## config.mk

```make
export PLATFORM = sky130hd
export DESIGN_NAME = alu_op_sequencer
export DESIGN_NICKNAME = d
export VERILOG_FILES = /design/src/rtl/alu_pkg.sv /design/src/rtl/alu_funct_decode.sv /design/src/rtl/alu_op_sequencer.sv
export SDC_FILE = /design/constraint.sdc
export NUM_CORES = 1
export LEC_CHECK = 0
export ABC_AREA = 1
export CORE_MARGIN = 3
export CORE_UTILIZATION = 40
export DETAILED_ROUTE_END_ITERATION = 8
export GPL_TIMING_DRIVEN = 0
export MAX_ROUTING_LAYER = met4
export PLACE_DENSITY = 0.78
export SLEW_MARGIN = 20
export SYNTH_ARGS = -nofsm -noshare
export SYNTH_HDL_FRONTEND = slang
export SYNTH_SLANG_ARGS = --single-unit
```

## constraint.sdc

```tcl
create_clock -name clk -period 4.7 [get_ports clk]
set_input_delay 0.94 -clock clk [delete_from_list [all_inputs] [get_ports clk]]
set_output_delay 0.94 -clock clk [all_outputs]
set_load 0.02 [all_outputs]
```

## src/rtl/alu_pkg.sv

```systemverilog
// Package alu_pkg
//   Shared constants for the ALU requester side:
//   - ALU ctrl codes driven on alu_ctrl
//   - R-type funct codes accepted on the request port
//   - FSM state encoding of the sequencer
//   - sat_inc16: saturating 16-bit increment used by the optional stats counters
package alu_pkg;

  // ALU ctrl codes
  localparam logic [3:0] CTRL_ADD = 4'd0;
  localparam logic [3:0] CTRL_SUB = 4'd1;
  localparam logic [3:0] CTRL_XOR = 4'd2;
  localparam logic [3:0] CTRL_SLT = 4'd3;
  localparam logic [3:0] CTRL_SLL = 4'd5;
  localparam logic [3:0] CTRL_SRL = 4'd6;

  // R-type funct codes
  localparam logic [5:0] FUNCT_ADD = 6'h20;
  localparam logic [5:0] FUNCT_SUB = 6'h22;
  localparam logic [5:0] FUNCT_XOR = 6'h26;
  localparam logic [5:0] FUNCT_SLT = 6'h2A;
  localparam logic [5:0] FUNCT_SLL = 6'h00;
  localparam logic [5:0] FUNCT_SRL = 6'h02;

  typedef enum logic [1:0] {
    ST_IDLE = 2'd0,
    ST_WAIT = 2'd1,
    ST_RESP = 2'd2
  } state_t;

  function automatic logic [15:0] sat_inc16(input logic [15:0] v);
    return (v == 16'hFFFF) ? v : v + 16'd1;
  endfunction

endpackage

```

## src/rtl/alu_funct_decode.sv

```systemverilog
// Module alu_funct_decode
//   Combinational decode of an R-type funct field into the ALU ctrl code.
//   Ports:
//     funct_i     in  6  R-type funct field
//     ctrl_o      out 4  ALU ctrl code (CTRL_ADD for unknown functs)
//     legal_o     out 1  funct is one of the six supported codes
//     is_arith_o  out 1  op is add/sub, so ALU overflow/carry are meaningful
module alu_funct_decode
  import alu_pkg::*;
(
  input  logic [5:0] funct_i,
  output logic [3:0] ctrl_o,
  output logic       legal_o,
  output logic       is_arith_o
);

  always_comb begin
    ctrl_o     = CTRL_ADD;
    legal_o    = 1'b1;
    is_arith_o = 1'b0;
    case (funct_i)
      FUNCT_ADD: begin ctrl_o = CTRL_ADD; is_arith_o = 1'b1; end
      FUNCT_SUB: begin ctrl_o = CTRL_SUB; is_arith_o = 1'b1; end
      FUNCT_XOR: ctrl_o = CTRL_XOR;
      FUNCT_SLT: ctrl_o = CTRL_SLT;
      FUNCT_SLL: ctrl_o = CTRL_SLL;
      FUNCT_SRL: ctrl_o = CTRL_SRL;
      default:   legal_o = 1'b0;
    endcase
  end

endmodule

```

## src/rtl/alu_op_sequencer.sv

```systemverilog
// Module alu_op_sequencer
//   Requester-side driver for a 32-bit ALU. Accepts one R-type op on a
//   valid/ready request port, holds operands and ctrl stable on the ALU inputs
//   for ALU_LAT cycles, samples result/flags, and returns them on a
//   valid/ready response port. Only one op is in flight at a time.
//   Parameters: WIDTH (datapath), ALU_LAT (1..15 cycles), TAG_W (tag width).
//   Ports:
//     clk, reset                      clock, asynchronous active-high reset
//     req_valid/req_ready             request handshake (ready only in IDLE)
//     req_funct/req_a/req_b/req_tag   request payload
//     alu_a/alu_b/alu_ctrl            registered drive to the ALU
//     alu_out/alu_ovf/alu_carry       ALU result inputs
//     rsp_valid/rsp_ready             response handshake
//     rsp_result/rsp_zero/rsp_ovf/rsp_carry/rsp_illegal/rsp_tag  response payload
//   Optional feature: define ALU_SEQ_STATS_EN to add stat_ops / stat_illegal,
//   16-bit saturating counts of handshaken responses and illegal responses.
module alu_op_sequencer
  import alu_pkg::*;
#(
  parameter int WIDTH   = 32,
  parameter int ALU_LAT = 2,
  parameter int TAG_W   = 4
) (
  input  logic             clk,
  input  logic             reset,
  input  logic             req_valid,
  output logic             req_ready,
  input  logic [5:0]       req_funct,
  input  logic [WIDTH-1:0] req_a,
  input  logic [WIDTH-1:0] req_b,
  input  logic [TAG_W-1:0] req_tag,
  output logic [WIDTH-1:0] alu_a,
  output logic [WIDTH-1:0] alu_b,
  output logic [3:0]       alu_ctrl,
  input  logic [WIDTH-1:0] alu_out,
  input  logic             alu_ovf,
  input  logic             alu_carry,
  output logic             rsp_valid,
  input  logic             rsp_ready,
  output logic [WIDTH-1:0] rsp_result,
  output logic             rsp_zero,
  output logic             rsp_ovf,
  output logic             rsp_carry,
  output logic             rsp_illegal,
  output logic [TAG_W-1:0] rsp_tag
`ifdef ALU_SEQ_STATS_EN
  ,
  output logic [15:0]      stat_ops,
  output logic [15:0]      stat_illegal
`endif
);

  // WAIT lasts ALU_LAT cycles: the counter is loaded with ALU_LAT-1 and the
  // result is captured on the cycle it reads zero.
  localparam logic [3:0] CNT_INIT = 4'(ALU_LAT - 1);

  state_t           state_q;
  logic [3:0]       cnt_q;
  logic             is_arith_q;
  logic             req_ready_q;
  logic [WIDTH-1:0] alu_a_q;
  logic [WIDTH-1:0] alu_b_q;
  logic [3:0]       alu_ctrl_q;
  logic             rsp_valid_q;
  logic [WIDTH-1:0] rsp_result_q;
  logic             rsp_zero_q;
  logic             rsp_ovf_q;
  logic             rsp_carry_q;
  logic             rsp_illegal_q;
  logic [TAG_W-1:0] rsp_tag_q;

  logic [3:0]       dec_ctrl;
  logic             dec_legal;
  logic             dec_arith;

  alu_funct_decode u_decode (
    .funct_i    (req_funct),
    .ctrl_o     (dec_ctrl),
    .legal_o    (dec_legal),
    .is_arith_o (dec_arith)
  );

  always_ff @(posedge clk or posedge reset) begin
    if (reset) begin
      state_q       <= ST_IDLE;
      cnt_q         <= 4'd0;
      is_arith_q    <= 1'b0;
      req_ready_q   <= 1'b1;
      alu_a_q       <= '0;
      alu_b_q       <= '0;
      alu_ctrl_q    <= CTRL_ADD;
      rsp_valid_q   <= 1'b0;
      rsp_result_q  <= '0;
      rsp_zero_q    <= 1'b0;
      rsp_ovf_q     <= 1'b0;
      rsp_carry_q   <= 1'b0;
      rsp_illegal_q <= 1'b0;
      rsp_tag_q     <= '0;
    end else begin
      case (state_q)
        ST_IDLE: begin
          if (req_valid) begin
            req_ready_q <= 1'b0;
            rsp_tag_q   <= req_tag;
            if (dec_legal) begin
              alu_a_q       <= req_a;
              alu_b_q       <= req_b;
              alu_ctrl_q    <= dec_ctrl;
              is_arith_q    <= dec_arith;
              cnt_q         <= CNT_INIT;
              rsp_illegal_q <= 1'b0;
              state_q       <= ST_WAIT;
            end else begin
              // Illegal ops bypass the ALU entirely; its inputs keep the
              // previous op's values.
              rsp_result_q  <= '0;
              rsp_zero_q    <= 1'b1;
              rsp_ovf_q     <= 1'b0;
              rsp_carry_q   <= 1'b0;
              rsp_illegal_q <= 1'b1;
              rsp_valid_q   <= 1'b1;
              state_q       <= ST_RESP;
            end
          end
        end
        ST_WAIT: begin
          if (cnt_q == 4'd0) begin
            rsp_result_q <= alu_out;
            rsp_zero_q   <= (alu_out == '0);
            // Flags from logical/shift ops are meaningless, so mask them.
            rsp_ovf_q    <= is_arith_q & alu_ovf;
            rsp_carry_q  <= is_arith_q & alu_carry;
            rsp_valid_q  <= 1'b1;
            state_q      <= ST_RESP;
          end else begin
            cnt_q <= cnt_q - 4'd1;
          end
        end
        ST_RESP: begin
          if (rsp_ready) begin
            rsp_valid_q <= 1'b0;
            req_ready_q <= 1'b1;
            state_q     <= ST_IDLE;
          end
        end
        default: begin
          state_q     <= ST_IDLE;
          req_ready_q <= 1'b1;
          rsp_valid_q <= 1'b0;
        end
      endcase
    end
  end

`ifdef ALU_SEQ_STATS_EN
  logic        rsp_hs;
  logic [15:0] stat_ops_q, stat_ops_d;
  logic [15:0] stat_illegal_q, stat_illegal_d;

  assign rsp_hs         = rsp_valid_q & rsp_ready;
  assign stat_ops_d     = rsp_hs ? sat_inc16(stat_ops_q) : stat_ops_q;
  assign stat_illegal_d = (rsp_hs && rsp_illegal_q) ? sat_inc16(stat_illegal_q)
                                                    : stat_illegal_q;

  always_ff @(posedge clk or posedge reset) begin
    if (reset) begin
      stat_ops_q     <= 16'd0;
      stat_illegal_q <= 16'd0;
    end else begin
      stat_ops_q     <= stat_ops_d;
      stat_illegal_q <= stat_illegal_d;
    end
  end

  assign stat_ops     = stat_ops_q;
  assign stat_illegal = stat_illegal_q;
`endif

  assign req_ready   = req_ready_q;
  assign alu_a       = alu_a_q;
  assign alu_b       = alu_b_q;
  assign alu_ctrl    = alu_ctrl_q;
  assign rsp_valid   = rsp_valid_q;
  assign rsp_result  = rsp_result_q;
  assign rsp_zero    = rsp_zero_q;
  assign rsp_ovf     = rsp_ovf_q;
  assign rsp_carry   = rsp_carry_q;
  assign rsp_illegal = rsp_illegal_q;
  assign rsp_tag     = rsp_tag_q;

endmodule

```

# ---- Yosys cells after proc, flatten, opt, wreduce, memory -nomap -nowiden
# Index checks and enable logic that the tools add are counted.
# Widths: inputs -> output; s select.
dict set report totals {
  regBits 117
  input_bits 112
  output_inout_bits 110
}
dict set report op_classes {
  n_addsub 1
  eq_ne 13
  n_mux 33
  bitwise_logic 3
  reduce_logical 14
}
# op count
set op_table {}
lappend op_table {{$mux 32} 3}
lappend op_table {{$pmux 32 s2} 1}
lappend op_table {{$logic_not 32->1} 1}
lappend op_table {{$eq 6x6->1 const B} 4}
lappend op_table {{$pmux 3 s5} 1}
lappend op_table {{$mux 1} 14}
lappend op_table {{$mux 4} 3}
lappend op_table {{$ne 2x2->1 const B} 6}
lappend op_table {{$reduce_and 4->1} 3}
lappend op_table {{$reduce_and 3->1} 3}
lappend op_table {{$mux 2} 4}
lappend op_table {{$pmux 4 s2} 1}
lappend op_table {{$eq 6x2->1 const B} 1}
lappend op_table {{$logic_not 6->1} 1}
lappend op_table {{$pmux 1 s2} 3}
lappend op_table {{$pmux 1 s3} 2}
lappend op_table {{$pmux 2 s3} 1}
lappend op_table {{$reduce_or 6->1} 1}
lappend op_table {{$logic_not 4->1} 1}
lappend op_table {{$sub 4x1->4 const B} 1}
lappend op_table {{$and 1x1->1} 2}
lappend op_table {{$eq 2x1->1 const B} 1}
lappend op_table {{$eq 2x2->1 const B} 1}
lappend op_table {{$logic_not 2->1} 1}
lappend op_table {{4 further kinds} 4}

# ---- Logic depth before layout (Yosys ltp)
# Gate-level depths: netlist (run 1).
dict set report depth {
  depth_word 6
  depth_mapped 11
  depth_no_buf 10
}

# ---- Hierarchy
# A second synthesis (run 1) with hierarchy kept.
dict set report unflattened {
  cells_unflattened 570
  area_unflattened_um2 4842.1
}
# mod instances cells_per_inst area_per_inst_um2 seq_area_each_um2
set by_module_without_submodules {}
lappend by_module_without_submodules {alu_op_sequencer 1 543 4702.0 2929.1}
lappend by_module_without_submodules {alu_funct_decode 1 27 140.1 0.0}

# ---- Worst setup path after synthesis (run 1)
# OpenSTA, ideal clock, no wires.
dict set report synth_timing {
  kind {input to register}
  from {input req_funct[0]}
  to {register alu_a_q[16] (netlist: alu_a[16])}
  setup_time_ps 116
  t_arrival_ps 1838
  path_slack_ps 2746
  path_stages 10
  path_buffers 2
  path_cell_list {inv_1 -> nand2_1 -> nor2_1 -> nand2_1 -> nand2_1 -> nand3_2 -> buf_4 -> buf_4 -> nand2_1 -> nand2_1}
}
dict set report synth_between {
  elab_chain_len 4
  elab_cells_between_ends 9
}
# item line
set synth_rtl {}
lappend synth_rtl {{from (decl)} alu_op_sequencer.sv:28} ;# input logic [5:0] req_funct,
lappend synth_rtl {{$eq 6x6->1, or another cell as far along} alu_funct_decode.sv:21} ;# case (funct_i)
lappend synth_rtl {{$reduce_or 6->1 (no line) *} --}
lappend synth_rtl {{$mux 1 *} alu_funct_decode.sv:21}
lappend synth_rtl {{$reduce_and 3->1 (no line) *} --}
lappend synth_rtl {{to (signal assigned)} alu_op_sequencer.sv:106} ;# alu_a_q <= req_a;
lappend synth_rtl {{to (decl)} alu_op_sequencer.sv:61} ;# logic [WIDTH-1:0] alu_a_q;
# Mark *: on every way between the ends. The rest lies on a longest branch, timed or not.
# A chain may end at the register's enable or synchronous reset.

# ---- Final worst setup path (run 1)
dict set report layout_timing {
  from {register req_ready_q (netlist: req_ready)}
  to {output req_ready}
}
# item line
set layout_lines {}
lappend layout_lines {{from (decl)} alu_op_sequencer.sv:60} ;# logic req_ready_q;
lappend layout_lines {{from (signal assigned)} alu_op_sequencer.sv:88} ;# req_ready_q <= 1'b1;
lappend layout_lines {{from (signal assigned)} alu_op_sequencer.sv:103} ;# req_ready_q <= 1'b0;
lappend layout_lines {{from (signal assigned)} alu_op_sequencer.sv:142} ;# req_ready_q <= 1'b1;
lappend layout_lines {{to (decl)} alu_op_sequencer.sv:27} ;# output logic req_ready,
# No word-level cell between the ends.

==> results_dict.tcl, run 1 <==
set metrics [dict create \
    avgRoutedWirePerCell_um 14.9 \
    seqCellArea_um2 2900 \
    worst_skew_pair.late_latency_ps 410 \
    cts_root_buf "clkbuf_16" \
    max-vdd-ir-drop_uv 451 \
    clk_pin_slew_ps 50 \
    holdBufCountCts 0 \
    dr.pass1.iters 5 \
    yosys.cell_count.top_type "nand2_1" \
    fmaxAchievable_mhz 400 \
    ys_seq_area_frac 0.605 \
    path_depth 1 \
    ctsLongestPathBuffers 2 \
    antenna_left 0 \
    power_density_nw_per_um2 627 \
    total_power_mw 4.96 \
    grt_max_degree 78 \
    die_w_um 116 \
    insertedDiodeCount 0 \
    htree_levels 4 \
    grt_usage 0.222 \
    ys_top_cells_by_area "dfrtp_1, nand2_1, nand3_1" \
    start_kind "flop" \
    async_flop_share 1.00 \
    end_kind "output port" \
    gp_congestion 0.822 \
    cts_made_buffers 17 \
    dp_hpwl_um 10500 \
    ios 222 \
    portBuffers 220 \
    syn2layout_area_growth_pct 64.7 \
    post_cts.repair.setup_buffers 0 \
    yosysUniqueCellTypes 28 \
    die_area_um2 13400 \
    synthTopCellsByCount "nand2_1, dfrtp_1, nand3_1" \
    drt-initial-drc-count 339 \
    finalHoldViolCount 0 \
    netlist_area_um2 4800 \
    setup_viol 0 \
    critPathSlowestCell "clkdlybuf4s50_1" \
    cp_top_family "buffers and inverters" \
    critPathCapture "req_ready" \
    crit_chain "clkdlybuf4s50_1" \
    p_leak_nw 3.95 \
    via_per_inst 4.74 \
    yosys.area.top_type "dfrtp_1" \
    synth_edf_count 0 \
    rrSetupSlack_ps 3040 \
    core-area_um2 11600 \
    multi_input_area_um2 1670 \
    r2r-start "state_q[1]" \
    syn_area_per_cell_um2 8.47 \
    critical_path_required_ps 3760 \
    cp_max_fo 2 \
    worstSetupPathType "flop to output port" \
    startpoint "req_ready" \
    synthCells 567 \
    grt-ovfl-total 0 \
    syn_nets 680 \
    outcome "finished clean" \
    synth_top_area_share 0.599 \
    route.detailed.drc 0 \
    cap_violations 0 \
    cp.arrival_ps 1560 \
    grt_pass1_wl_um 22300 \
    fin_nets 920 \
    r2r_end "rsp_result[8]" \
    cpPeakStageDelay_ps 620 \
    initial_core_util 0.415 \
    layout-drive-gt1-share 0.0805 \
    antenna_found_initial 0 \
    skew_ps 5.29 \
    fin_crit_sh 0.531 \
    nFillCells 905 \
    slew_violations 0 \
    cts_resized 0 \
    fin_ws_ps 2200 \
    rows 39 \
    yosysWarningCount 0 \
    min_path_type "flop to flop" \
    dr_total_vias 4568 \
    cts.sinks 116 \
    grt_pass1_vias 4680 \
    reg2reg_depth 9 \
    die_h_um 116 \
    ys_seq_elements 116 \
    period_minus_slack_ps 2500 \
    wl_um 14300 \
    rsz0062_at_grt "false" \
    ys.flop_type "dfrtp_1" \
    cts_tree "built" \
    place_ws_ps 1890 \
    crit_buf_inv 1 \
]
## layout by cell type, fill, tap and decap left out, types with 3 or more instances in the layout
cell type / count
buf_2: 9
buf_4: 5
buf_6: 5
bufinv_16: 6
clkbuf_1: 6
clkbuf_16: 17
clkbuf_8: 5
clkdlybuf4s50_1: 220
clkinv_2: 3
dfrtp_1: 115
inv_1: 13
inv_2: 3
nand2_1: 315
nand3_1: 37
nor2_1: 32
o21ai_0: 4
## power breakdown
group | leakage, nW | total [mW] | internal [mW] | switching, mW
registers | 1.52 | 1.57 | 1.36 | 0.207
clock network | 0.343 | 1.50 | 1.06 | 0.436
logic | 2.09 | 1.89 | 0.876 | 1.01
total | 3.95 | 4.96 | 3.30 | 1.66
## how the worst min path moves through the flow
stage | cells past startpoint | from | to
global placement | 2 | rsp_result[28] | rsp_result[28]
CTS | 2 | rsp_result[31] | rsp_result[31]
finish | 2 | rsp_result[22] | rsp_result[22]
detailed placement | 2 | rsp_result[31] | rsp_result[31]
global route | 2 | rsp_result[31] | rsp_result[31]
floorplan | 2 | cnt_q[0] | cnt_q[0]
## routing by layer
metal,track usage,part of all wire,vias up
met5,-,0,-
met4,0.0837,0.023,0
met3,0.0648,0.068,27
met2,0.372,0.51,169
met1,0.253,0.40,2150
li1,-,-,2222
## state kept, by name (all words and copies together), names as in the netlist, 2 cells and up
| name | flops |
|---|---|
| alu_a | 32 |
| alu_b | 32 |
| rsp_result | 32 |
| cnt_q | 4 |
| rsp_tag | 4 |
| alu_ctrl | 3 |
| state_q | 2 |
## cells by family (layout without fill, tap and decap cells)
kind of cell	after synthesis	in the layout	share of synthesized area
flops	116	116	0.605
buf+inv	42	295	0.0469
simple gates	395	395	0.328
xor+xnor	2	2	0.00365
other cells	1	1	0.000781
fa+ha+maj	1	1	0.00260
compound gates	10	10	0.0135
## area by class of cell
| class | instances | area share |
|---|---|---|
| sequential | 116 | 0.367 |
| clock inverter | 9 | 0.0247 |
| inverter | 18 | 0.00917 |
| timing repair buffer | 221 | 0.282 |
| clock buffer | 23 | 0.0630 |
| multi-input combinational | 409 | 0.212 |
| buffer | 24 | 0.0199 |
| tap | 143 | 0.0226 |
## metrics by stage
| stage | utilization | instances | hold slack (ps) | instance area (µm²) | setup TNS, ps |
|---|---|---|---|---|---|
| 5_1_grt | 0.684 | 963 | 489 | 7910 | 0 |
| 6_report | 0.684 | 963 | 470 | 7910 | 0 |
| 4_1_cts | 0.684 | 963 | 472 | 7910 | 0 |
| 3_3_place_gp | 0.621 | 930 | 455 | 7180 | -101590 |
| 3_5_place_dp | 0.624 | 931 | 458 | 7220 | 0 |
| 2_1_floorplan | - | 567 | 449 | 4800 | 0 |
(Power assumes the default switching activity.)
==> run 2, diff against run 1 <==
==> constraint.sdc (replaced) <==
create_clock -name clk -period 2.32 [get_ports clk]
set_input_delay 0.464 -clock clk [delete_from_list [all_inputs] [get_ports clk]]
set_output_delay 0.464 -clock clk [all_outputs]
set_load 0.02 [all_outputs]
==> results_dict.tcl, run 2 (synthesized netlist as in run 1, its figures left out) <==
set metrics [dict create \
    ios 222 \
    crit_buf_inv 1 \
    syn2layout_area_growth_pct 64.1 \
    antenna_found_initial 0 \
    reg2reg_depth 8 \
    cts.sinks 116 \
    period_minus_slack_ps 2010 \
    path_depth 1 \
    holdBufCountCts 0 \
    end_kind "output port" \
    grt-busiest-layer "met2" \
    cpPeakStageDelay_ps 620 \
    slew_violations 0 \
    htree_levels 4 \
    worst_skew_pair.late_latency_ps 400 \
    die_w_um 116 \
    die_h_um 116 \
    worstSetupPathType "flop to output port" \
    grtUsageMet1 0.270 \
    cts_resized 0 \
    die_area_um2 13400 \
    layout-drive-gt1-share 0.0827 \
    cp_max_fo 2 \
    avgRoutedWirePerCell_um 15.0 \
    outcome "finished clean" \
    dp_cells 933 \
    fin_area_um2 7880 \
    final_cell_mix "nand2_1, clkdlybuf4s50_1, dfrtp_1, nand3_1, nor2_1" \
    drt-initial-drc-count 284 \
    initial_core_util 0.415 \
    grt_usage 0.222 \
    cts_tree "built" \
    clk_pin_slew_ps 50 \
    use_met2 0.360 \
    dr.pass1.iters 4 \
    grt-ovfl-total 0 \
    gp_congestion 0.845 \
    cap_violations 0 \
    cts_made_buffers 17 \
    ctsLongestPathBuffers 2 \
    hold-worst-slack_ps 473 \
    grt_max_degree 35 \
    dpl_cell_area_um2 7260 \
    rsz0062_at_grt "false" \
    final_common_cell "nand2_1" \
    core-area_um2 11600 \
    fin_nets 922 \
    antenna_left 0 \
    insertedDiodeCount 0 \
    start_kind "flop" \
    crit_chain "clkdlybuf4s50_1" \
    grt_pass1_vias 4719 \
    dp_hpwl_um 11000 \
    grt_use_met3 0.0496 \
    min_path_type "flop to flop" \
    cp.arrival_ps 1540 \
    power_density_nw_per_um2 1240 \
    tightestPinTransition_ps 693 \
    skew_ps 5.66 \
    r2r-start "cnt_q[0]" \
    rows 39 \
    grt_pass1_wl_um 22600 \
    nFillCells 956 \
    relSlewSlack 0.537 \
    final-instance-count-excl-fill 965 \
    route.detailed.drc 0 \
    dr_total_vias 4628 \
    critPathSlowestCell "clkdlybuf4s50_1" \
    startpoint "req_ready" \
    max-vdd-ir-drop_uv 638 \
    cp_top_family "buffers and inverters" \
    post_cts.repair.setup_buffers 0 \
    via_per_inst 4.80 \
    setup_viol 0 \
    cts_root_buf "clkbuf_16" \
    min_from "rsp_result[6]" \
    portBuffers 220 \
    fmaxAchievable_mhz 498 \
    holdPathStages 2 \
    p_leak_nw 3.94 \
    critical_path_required_ps 1860 \
    fin_crit_sh 0.865 \
    wl_um 14500 \
    finalHoldViolCount 0 \
]
## run 2: cell types whose count changed in the layout (fill, tap and decap cells not counted)
cell,before,now
clkinv_2,3,7
buf_12,0,2
bufinv_16,6,4
clkbuf_8,5,3
clkinvlp_4,0,1
inv_6,1,0
## run 2: metal layers
metal / up-vias / part of all wire
met4: 0 / 0.021
li1: 2236 / -
met3: 23 / 0.056
met5: - / 0
met1: 2194 / 0.42
met2: 175 / 0.51
## run 2: power by group
group	switching (mW)	internal [mW]
Clock	0.873	1.87
Combinational	2.06	1.78
Sequential	0.420	2.76
## run 2: area by class of cell
| cell class | count | area [µm²] | area share |
|---|---|---|---|
| Multi-Input combinational cell | 409 | 1670 | 0.212 |
| Clock buffer | 21 | 470 | 0.0597 |
| Tap cell | 143 | 179 | 0.0227 |
| Inverter | 18 | 71.3 | 0.00905 |
| Timing Repair Buffer | 223 | 2270 | 0.288 |
| Clock inverter | 11 | 155 | 0.0197 |
| Sequential cell | 116 | 2900 | 0.368 |
| Buffer | 24 | 158 | 0.0200 |
## run 2: metrics by stage
step | total power, mW | setup TNS [ps] | setup slack, ps | util
2_1_floorplan | 5.06 | 0 | 443 | -
3_3_place_gp | 6.91 | -71600 | -625 | 0.622
3_5_place_dp | 7.06 | 0 | 23.3 | 0.627
4_1_cts | 9.87 | 0 | 289 | 0.681
5_1_grt | 10.3 | 0 | 273 | 0.681
6_report | 9.76 | 0 | 313 | 0.681
## run 2: worst paths after layout
path | endpoint | slack [ps]
setup / recovery | req_ready | 310
hold / removal | rsp_result[6] | 470
setup reg to reg | rsp_result[14] | 660
hold reg to reg | rsp_result[6] | 470
max in group asynchronous | alu_b[26] | 1040
min in group asynchronous | alu_a[23] | 520
==> run 3, diff against run 2 <==
--- a/config.mk
+++ b/config.mk
@@ -6,6 +6,7 @@
 export NUM_CORES = 1
 export LEC_CHECK = 0
 export ABC_AREA = 1
+export ABC_CLOCK_PERIOD_IN_PS = 2320
 export CORE_MARGIN = 3
 export CORE_UTILIZATION = 40
 export DETAILED_ROUTE_END_ITERATION = 8
==> results of run 3 <==
No change in the layout: final DEF, timing and power equal those of run 2.
